--- src/rtl/spi_pkg.sv ---
// Shared SPI mode type and helpers for the SPI slave word receiver.
package spi_pkg;

    typedef enum logic [1:0] {
        MODE0 = 2'b00,
        MODE1 = 2'b01,
        MODE2 = 2'b10,
        MODE3 = 2'b11
    } spi_mode_e;

    // clk_sys must run at least this many times faster than SCLK.
    localparam int unsigned SPI_MIN_OVERSAMPLE = 8;

    // Data is sampled on rising SCLK when CPOL == CPHA.
    function automatic logic sample_on_rise(spi_mode_e mode);
        logic rise;
        unique case (mode)
            MODE0, MODE3: rise = 1'b1;
            default:      rise = 1'b0;
        endcase
        return rise;
    endfunction

endpackage

--- src/rtl/spi_pin_sync.sv ---
// Multi-flop synchroniser for one asynchronous pin, followed by an edge-detect stage.
module spi_pin_sync #(
    parameter int unsigned SYNC_STAGES = 2,
    parameter logic        RESET_VAL   = 1'b0
) (
    input  logic clk_i,
    input  logic rst_ni,
    input  logic pin_i,
    output logic level_o,
    output logic rise_o,
    output logic fall_o
);

    logic [SYNC_STAGES-1:0] sync_q, sync_d;
    logic                   prev_q, prev_d;

    always_comb begin
        sync_d = {sync_q[SYNC_STAGES-2:0], pin_i};
        prev_d = sync_q[SYNC_STAGES-1];
    end

    always_ff @(posedge clk_i or negedge rst_ni) begin
        if (!rst_ni) begin
            sync_q <= {SYNC_STAGES{RESET_VAL}};
            prev_q <= RESET_VAL;
        end else begin
            sync_q <= sync_d;
            prev_q <= prev_d;
        end
    end

    assign level_o = sync_q[SYNC_STAGES-1];
    assign rise_o  = level_o & ~prev_q;
    assign fall_o  = ~level_o & prev_q;

endmodule

--- src/rtl/spi_slave_word_rx.sv ---
// SPI slave: oversampled pins, MSB-first word deserialiser with valid/ready output and MISO shifter.
// Define SPI_SLAVE_ECHO_EN to reload MISO with the word just received instead of tx_data_i.
module spi_slave_word_rx
    import spi_pkg::*;
#(
    parameter int unsigned WIDTH       = 32,
    parameter int unsigned SYNC_STAGES = 2
) (
    input  logic             clk_sys,
    input  logic             rst_sys_n,
    input  logic             SCLK,
    input  logic             SS,
    input  logic             MOSI,
    input  logic [1:0]       MODE,
    output logic             MISO,
    input  logic [WIDTH-1:0] tx_data_i,
    output logic [WIDTH-1:0] data_o,
    output logic             word_valid_o,
    input  logic             word_ready_i,
    output logic             word_first_o,
    output logic             frame_start_o,
    output logic             frame_end_o,
    output logic             frame_abort_o,
    output logic             overrun_o,
    output logic             busy_o
);

    localparam int unsigned CntW   = $clog2(WIDTH);
    localparam int unsigned FlushW = $clog2(SYNC_STAGES + 1) + 1;
    localparam logic [CntW-1:0]   LastBit   = CntW'(WIDTH - 1);
    localparam logic [FlushW-1:0] FlushDone = FlushW'(SYNC_STAGES);

    logic sclk_level, sclk_rise, sclk_fall;
    logic ss_level, ss_rise, ss_fall;
    logic mosi_level, mosi_rise, mosi_fall;
    logic unused_pins;

    spi_pin_sync #(.SYNC_STAGES(SYNC_STAGES), .RESET_VAL(1'b0)) u_sync_sclk (
        .clk_i(clk_sys), .rst_ni(rst_sys_n), .pin_i(SCLK),
        .level_o(sclk_level), .rise_o(sclk_rise), .fall_o(sclk_fall)
    );
    spi_pin_sync #(.SYNC_STAGES(SYNC_STAGES), .RESET_VAL(1'b1)) u_sync_ss (
        .clk_i(clk_sys), .rst_ni(rst_sys_n), .pin_i(SS),
        .level_o(ss_level), .rise_o(ss_rise), .fall_o(ss_fall)
    );
    spi_pin_sync #(.SYNC_STAGES(SYNC_STAGES), .RESET_VAL(1'b0)) u_sync_mosi (
        .clk_i(clk_sys), .rst_ni(rst_sys_n), .pin_i(MOSI),
        .level_o(mosi_level), .rise_o(mosi_rise), .fall_o(mosi_fall)
    );

    assign unused_pins = ^{sclk_level, mosi_rise, mosi_fall};

    spi_mode_e mode;
    assign mode = spi_mode_e'(MODE);

    logic [WIDTH-2:0]  rx_shift_q, rx_shift_d;
    logic [CntW-1:0]   bit_cnt_q, bit_cnt_d;
    logic [WIDTH-1:0]  data_q, data_d;
    logic [WIDTH-1:0]  tx_shift_q, tx_shift_d;
    logic [FlushW-1:0] flush_q, flush_d;
    logic valid_q, valid_d, first_q, first_d, first_flag_q, first_flag_d;
    logic overrun_q, overrun_d, active_q, active_d, armed_q, armed_d;
    logic hold_q, hold_d, start_q, start_d, end_q, end_d, abort_q, abort_d;

    logic             sample_rise, sample_edge, shift_edge, complete;
    logic [WIDTH-1:0] rx_word, reload_word;

    assign sample_rise = sample_on_rise(mode);
    assign sample_edge = active_q & (sample_rise ? sclk_rise : sclk_fall);
    assign shift_edge  = active_q & (sample_rise ? sclk_fall : sclk_rise);
    assign rx_word     = {rx_shift_q, mosi_level};
    assign complete    = sample_edge & (bit_cnt_q == LastBit);

`ifdef SPI_SLAVE_ECHO_EN
    assign reload_word = rx_word;
`else
    assign reload_word = tx_data_i;
`endif

    always_comb begin
        rx_shift_d   = rx_shift_q;
        bit_cnt_d    = bit_cnt_q;
        data_d       = data_q;
        tx_shift_d   = tx_shift_q;
        flush_d      = flush_q;
        valid_d      = valid_q;
        first_d      = first_q;
        first_flag_d = first_flag_q;
        overrun_d    = overrun_q;
        active_d     = active_q;
        armed_d      = armed_q;
        hold_d       = hold_q;
        start_d      = 1'b0;
        end_d        = 1'b0;
        abort_d      = 1'b0;

        // Only arm once SS has been seen inactive after reset, so a low SS is never a frame start.
        if (flush_q != FlushDone) begin
            flush_d = flush_q + 1'b1;
        end else if (ss_level) begin
            armed_d = 1'b1;
        end

        if (shift_edge) begin
            if (hold_q) begin
                hold_d = 1'b0;
            end else begin
                tx_shift_d = {tx_shift_q[WIDTH-2:0], 1'b0};
            end
        end

        if (sample_edge) begin
            rx_shift_d = rx_word[WIDTH-2:0];
            bit_cnt_d  = complete ? '0 : bit_cnt_q + 1'b1;
        end

        if (complete) begin
            if (!valid_q || word_ready_i) begin
                data_d       = rx_word;
                valid_d      = 1'b1;
                first_d      = first_flag_q;
                first_flag_d = 1'b0;
            end else begin
                overrun_d = 1'b1;
            end
            // The next shift edge presents the new MSB rather than shifting it away.
            tx_shift_d = reload_word;
            hold_d     = 1'b1;
        end else if (word_ready_i) begin
            valid_d = 1'b0;
        end

        if (active_q && ss_rise) begin
            end_d     = 1'b1;
            abort_d   = (bit_cnt_d != '0);
            bit_cnt_d = '0;
            active_d  = 1'b0;
            hold_d    = 1'b0;
        end else if (armed_q && !active_q && ss_fall) begin
            start_d      = 1'b1;
            active_d     = 1'b1;
            first_flag_d = 1'b1;
            bit_cnt_d    = '0;
            overrun_d    = 1'b0;
            tx_shift_d   = tx_data_i;
            hold_d       = MODE[0];
        end
    end

    always_ff @(posedge clk_sys or negedge rst_sys_n) begin
        if (!rst_sys_n) begin
            rx_shift_q   <= '0;
            bit_cnt_q    <= '0;
            data_q       <= '0;
            tx_shift_q   <= '0;
            flush_q      <= '0;
            valid_q      <= 1'b0;
            first_q      <= 1'b0;
            first_flag_q <= 1'b0;
            overrun_q    <= 1'b0;
            active_q     <= 1'b0;
            armed_q      <= 1'b0;
            hold_q       <= 1'b0;
            start_q      <= 1'b0;
            end_q        <= 1'b0;
            abort_q      <= 1'b0;
        end else begin
            rx_shift_q   <= rx_shift_d;
            bit_cnt_q    <= bit_cnt_d;
            data_q       <= data_d;
            tx_shift_q   <= tx_shift_d;
            flush_q      <= flush_d;
            valid_q      <= valid_d;
            first_q      <= first_d;
            first_flag_q <= first_flag_d;
            overrun_q    <= overrun_d;
            active_q     <= active_d;
            armed_q      <= armed_d;
            hold_q       <= hold_d;
            start_q      <= start_d;
            end_q        <= end_d;
            abort_q      <= abort_d;
        end
    end

    assign MISO          = active_q & tx_shift_q[WIDTH-1];
    assign data_o        = data_q;
    assign word_valid_o  = valid_q;
    assign word_first_o  = first_q;
    assign frame_start_o = start_q;
    assign frame_end_o   = end_q;
    assign frame_abort_o = abort_q;
    assign overrun_o     = overrun_q;
    assign busy_o        = active_q;

endmodule

--- config.mk ---
export PLATFORM = sky130hd
export DESIGN_NAME = spi_slave_word_rx
export DESIGN_NICKNAME = d
export VERILOG_FILES = /design/src/rtl/spi_pkg.sv /design/src/rtl/spi_pin_sync.sv /design/src/rtl/spi_slave_word_rx.sv
export SDC_FILE = /design/constraint.sdc
export NUM_CORES = 1
export LEC_CHECK = 0
export ABC_AREA = 1
export BUFFER_PORTS_ARGS = -buffer_cell sky130_fd_sc_hd__buf_2
export CAP_MARGIN = 20
export CELL_PAD_IN_SITES_DETAIL_PLACEMENT = 1
export CELL_PAD_IN_SITES_GLOBAL_PLACEMENT = 1
export CORE_MARGIN = 10
export CORE_UTILIZATION = 43
export CTS_CLUSTER_SIZE = 12
export DETAILED_ROUTE_END_ITERATION = 10
export GPL_ROUTABILITY_DRIVEN = 1
export HOLD_SLACK_MARGIN = 0.15
export PLACE_DENSITY_LB_ADDON = 0.3
export REMOVE_ABC_BUFFERS = 1
export SYNTH_ARGS = -nofsm -noshare
export SYNTH_HDL_FRONTEND = slang
export SYNTH_SLANG_ARGS = --single-unit
--- constraint.sdc ---
create_clock -name clk_sys -period 2.3 [get_ports clk_sys]
set_input_delay 0.46 -clock clk_sys [delete_from_list [all_inputs] [get_ports clk_sys]]
set_output_delay 0.46 -clock clk_sys [all_outputs]
set_load 0.05 [all_outputs]
== After elaboration in Yosys (flattened, before gate mapping) ==
Index checks and enable logic that the tools add are counted.

* Word-level logic and storage cells: 87
* Output and inout bits: 40
* Input port bits: 40
* Flip-flop bits (word level): 121

* $add $sub $neg: 2
* Reductions and logical operators: 15
* Bitwise logic cells: 13
* Equality and inequality tests: 4
* Muxes and demuxes: 33

{| class="wikitable"
|+ Operators by type and width
! cell !! number
|-
| two-way mux 32 bit || 5
|-
| two-way mux 1 bit || 24
|-
| two-way mux 5 bit || 4
|-
| bitwise AND 1 bit || 8
|-
| AND reduction 2 bit || 3
|-
| adder 5 x 1 -> 5 bit, second input constant || 1
|-
| equality test 5 bit, second input constant || 1
|-
| NOT 1 bit || 5
|-
| nonzero test 5 bit || 1
|-
| nonzero test 2 bit || 2
|-
| nonzero test 4 bit || 1
|-
| adder 3 x 1 -> 3 bit, second input constant || 1
|-
| logical AND 1 bit || 3
|-
| inequality test 3 x 2 -> 1 bit, second input constant || 1
|-
| equality test 2 bit, second input constant || 1
|-
| zero test 1 bit || 2
|-
| zero test 2 bit || 1
|-
| inequality test 2 x 1 -> 1 bit, second input constant || 1
|-
| OR reduction 2 bit || 1
|-
| logical OR 1 bit || 1
|}

== Depth between registers and ports, before layout ==
* Depth after elaboration: 10
* Depth in mapped cells: 12
* Gate-level depth less buffers: 12

== Hierarchy ==
Synthesis repeated with hierarchy kept, for this count alone.

* Cell total of the unflattened synthesis: 544
* Area total of the unflattened synthesis: 5168.7 sq um

{| class="wikitable"
|+ Modules (own cells, without submodules)
! module !! instances !! area an instance (sq um) !! cells each !! sequential area each (sq um)
|-
| spi_slave_word_rx || 1 || 4894.7 || 523 || 2827.7
|-
| spi_pin_sync at u_sync_mosi ... || 2 || 90.1 || 7 || 75.1
|-
| spi_pin_sync at u_sync_ss || 1 || 93.8 || 7 || 78.8
|}

== Worst setup path after synthesis ==
No wires, ideal clock.

* Path type: register to register
* Start: register bit_cnt_q[0]
* End: register tx_shift_q[10]
* Cell stages (with the launch flop): 11
* Data required time: 2176 ps
* Setup time: 124 ps
* Buffers on the path: 1
* Slack: 568 ps
* Clock period less this slack: 1732 ps
* Arrival: 1608 ps
* Path through: dfrtp_1 > ha_1 > and3_1 > ha_1 > inv_1 > nor2_8 > nor2_4 > inv_2 > buf_2 > nand2_1 > nand2_1

* Word-level cells in the longest chain between the ends: 5

{| class="wikitable"
|+ RTL lines
! item !! RTL line !! RTL
|-
| start: declaration || spi_slave_word_rx.sv:57 || <nowiki>logic [CntW-1:0] bit_cnt_q, bit_cnt_d;</nowiki>
|-
| start signal: assignment || spi_slave_word_rx.sv:169 || <nowiki>bit_cnt_q <= bit_cnt_d;</nowiki>
|-
| equality test 5 bit (*) || spi_slave_word_rx.sv:72 || <nowiki>assign complete = sample_edge & (bit_cnt_q == LastBit);</nowiki>
|-
| bitwise AND 1 bit (*) || spi_slave_word_rx.sv:72 ||
|-
| two-way mux 32 bit (*) || spi_slave_word_rx.sv:117 || <nowiki>if (complete) begin</nowiki>
|-
| two-way mux 32 bit || spi_slave_word_rx.sv:139 || <nowiki>end else if (armed_q && !active_q && ss_fall) begin</nowiki>
|-
| two-way mux 32 bit (*) || spi_slave_word_rx.sv:133 || <nowiki>if (active_q && ss_rise) begin</nowiki>
|-
| named net tx_shift_d[10] || spi_slave_word_rx.sv:59 || <nowiki>logic [WIDTH-1:0] tx_shift_q, tx_shift_d;</nowiki>
|-
| end signal: assignment || spi_slave_word_rx.sv:171 || <nowiki>tx_shift_q <= tx_shift_d;</nowiki>
|-
| end: declaration || spi_slave_word_rx.sv:59 ||
|}

The timed path passes the listed nets; every way through them passes the cells marked *.
A chain may end at the register's enable or synchronous reset.

== Worst setup path in the final report ==
* Start: register bit_cnt_q[0]
* End: register tx_shift_q[14]

The elaborated chain is that of the path after synthesis.

==> impl_metrics.yaml <==
outcome:
  status: "complete, no violations"
critical_path:
  worstPathArrival_ns: 2.41
  crit_path_start_kind: "flip-flop"
  path_class: "reg2reg"
  critical_path.max_stage_delay_ns: 0.40
  cp_top_family: "simple AND/OR/NAND/NOR gates"
  end_kind: "flip-flop"
  crit_fanout: 32
  worstReg2RegStart: "bit_cnt_q[0]"
  critPathRequiredTime_ns: 2.60
  critPathBufInv: 2
  startpoint: "bit_cnt_q[0]"
  crit_path_cell_trace: "ha_1, and3_1, ha_1, inv_1, nor2_8, nor2_4, inv_4, nand2_1, nand2_1"
  slowest_stage: "dfrtp_1"
routing:
  drc: 0
  via_count: 3907
  topRoutingLayerUsed: "met4"
  vias_per_cell: 4.85
  drt_pre_antenna_iters: 7
  dr_wl_met2_um: 5910
  drt_iter0_drc: 223
  routed_wl_um: 12000
  final_antenna_net_count: 0
  wl_met3_um: 588
  wl_per_cell_um: 14.9
  wl_met1_um: 5290
timing:
  setup_viol: 0
  max_slew_margin_pct: 56.3
  fin_skew_ns: 0.00790
  hold_viol_final: 0
  setup_tns_ns: 0
  worstMarginPinSlew_ns: 0.656
  min_period_ns: 2.11
  fmax_ghz: 0.473
  grt_setup_unrepaired: "no"
  min_period_over_period_pct: 91.9
  slew_viol_final: 0
global_route:
  grt_pass1_vias: 4364
  grt_start_max_net_pins: 66
  overflow: 0
  grtUsageTotal_pct: 15.5
  antenna_found_initial: 0
  grt_pass1_wl_um: 20800
finish:
  final_layout_size_suffix_gt1_share_pct: 25.3
  layout.nets: 690
  layout_common_cells: "nand2_1 (179), dfrtp_1 (118), inv_1 (78), buf_2 (78), o21ai_0 (35)"
  fillerInstances: 1387
  final_common_cell: "nand2_1"
  seq_area_um2: 3030
  diodes: 0
  final_cell_area_um2: 6480
  fin_cells: 806
  area_growth_pct: 22.7
  multi_input_area_um2: 1730
floorplan:
  die_area_um2: 17100
  die_x_um: 131
  fp.dieH_um: 131
  std_cell_rows: 40
  io-pin-count: 80
  start_util_pct: 43.9
  core_area_um2: 12000
place:
  io_buffers: 79
  gp_congestion: 0.746
  dpl.cell_count: 768
  place_area_um2: 5760
  hpwlAfterDp_um: 7840
power_and_ir_drop:
  p_leak_nw: 3.28
  ir_drop_uv: 453
  p_per_area_nw_per_um2: 1110
clock_tree:
  numCtsBuffers: 17
  clockBufferDepth: 2
  clock_latency_ns: 0.42
  cts_max_level: 4
  cts_root_buf: "clkbuf_16"
  path_clk_slew_ns: 0.05
  clock-sinks: 121
  cts_tree: "yes"
synthesis:
  yosysTopAreaCell: "dfrtp_1"
  synth-seq-cells: 121
  synth.distinct_cells: 35
  ys_warn_count: 0
  syn_inst: 560
  yosysSeqAreaShare_pct: 57.4
  synth_area_per_cell_um2: 9.43
  ys_top_cells_by_area: "dfrtp_1 (56%), nand2_1 (13%), inv_1 (5.5%), o21ai_2 (4.1%), o211ai_1 (4.1%)"
  netlist_area_um2: 5280
  synth_top_area_share_pct: 55.9
min_path:
  hold_path_class: "in2reg"
  hp-start: "tx_data_i[23]"
run:
  cap_viol_max_count: 0
[where the power goes]
part | switching [mW] | total, mW | internal [mW] | leakage (nW)
clock | 0.907 | 2.89 | 1.98 | 0.323
sequential | 0.266 | 2.84 | 2.58 | 1.57
combinational | 0.953 | 1.48 | 0.531 | 1.39
total | 2.13 | 7.21 | 5.09 | 3.28
[logic make-up after synthesis]
logic type / count (synthesis) / synth area share (%)
and+or+nand+nor: 216 / 17.8
DFF: 121 / 57.4
buffers and inverters: 110 / 9.72
AOI/OAI and AO/OA: 104 / 13.2
xor gates and xnor gates: 4 / 0.664
adders and majority gates: 4 / 0.948
muxes: 1 / 0.190
[cell type report]
cell class                      count  share of cell area, %
Sequential cell                   121                   46.8
Multi-Input combinational cell    329                   26.8
Timing Repair Buffer               94                   8.67
Clock buffer                       25                   7.96
Inverter                           83                   4.85
Tap cell                          147                   2.84
Clock inverter                      7                   2.09
[what timing repair did]
item	4_1_cts	5_1_grt
hold buffers	4	0
setup endpoints to repair	0	32
resized for setup	0	3
hold endpoints to repair	46	0
buffers inserted	0	2
[through the flow]
step,power [mW],setup slack (ns),hold slack (ns),util (%)
floorplan,3.87,-0.274,0.164,-
global placement,4.24,0.226,0.334,48.0
detailed placement,4.33,0.166,0.342,48.0
CTS,7.29,0.0742,0.226,53.7
global route,7.69,0.0251,0.240,53.9
finish,7.21,0.186,0.240,53.9
[synthesized netlist by cell type]
| library cell | n |
|---|---|
| a21oi_1 | 3 |
| nand3_1 | 7 |
| or2_1 | 1 |
| ha_1 | 4 |
| mux2i_1 | 1 |
| buf_4 | 3 |
| o211ai_1 | 29 |
| o21ai_0 | 35 |
| nor2_8 | 1 |
| a21oi_2 | 1 |
| nand3b_1 | 2 |
| nor3_2 | 1 |
| inv_2 | 5 |
| o221ai_1 | 1 |
| nand2_1 | 179 |
| xor2_1 | 3 |
| inv_1 | 78 |
| dfstp_2 | 3 |
| xnor2_1 | 1 |
| nor2_4 | 3 |
| nand2_4 | 2 |
| o21ai_1 | 9 |
| buf_2 | 11 |
| clkbuf_1 | 3 |
| nand4_1 | 2 |
| nand3_2 | 1 |
| dfrtp_1 | 118 |
| nand3_4 | 1 |
| nand4_4 | 1 |
| nand2_2 | 3 |
| a21o_1 | 1 |
| nor2_1 | 11 |
| and3_1 | 1 |
| buf_6 | 10 |
| o21ai_2 | 25 |
[tightest hold or removal path, stage by stage]
cell and delay, ns:
buf_2 0.07, nand2_1 0.04, nand2_1 0.05
[path summary, 6_finish.rpt]
path	endpoint	slack [ns]	depth (start not counted)
max	tx_shift_q[14]	0.19	9
min	tx_shift_q[23]	0.24	3
max reg2reg	tx_shift_q[14]	0.19	9
min reg2reg	u_sync_mosi.sync_q[1]	0.35	0
max in group asynchronous	data_o[21]	0.99	3
min in group asynchronous	u_sync_sclk.prev_q	0.61	2
[flip-flops by register name, summed over array words and instances, names as in the netlist, 2 cells and up]
name	cells
u_sync_sclk.sync_q	2
bit_cnt_q	5
u_sync_mosi.sync_q	2
tx_shift_q	32
u_sync_ss.sync_q	2
data_o	32
rx_shift_q	31
flush_q	3
[metal layers]
metal  global-route usage (%)  vias up
li1                         -     1947
met1                     18.1     1862
met2                     25.7       73
met3                     5.12       25
met4                     6.41        0
met5                        0        -
No activity file was read; power rests on OpenSTA's default activity.
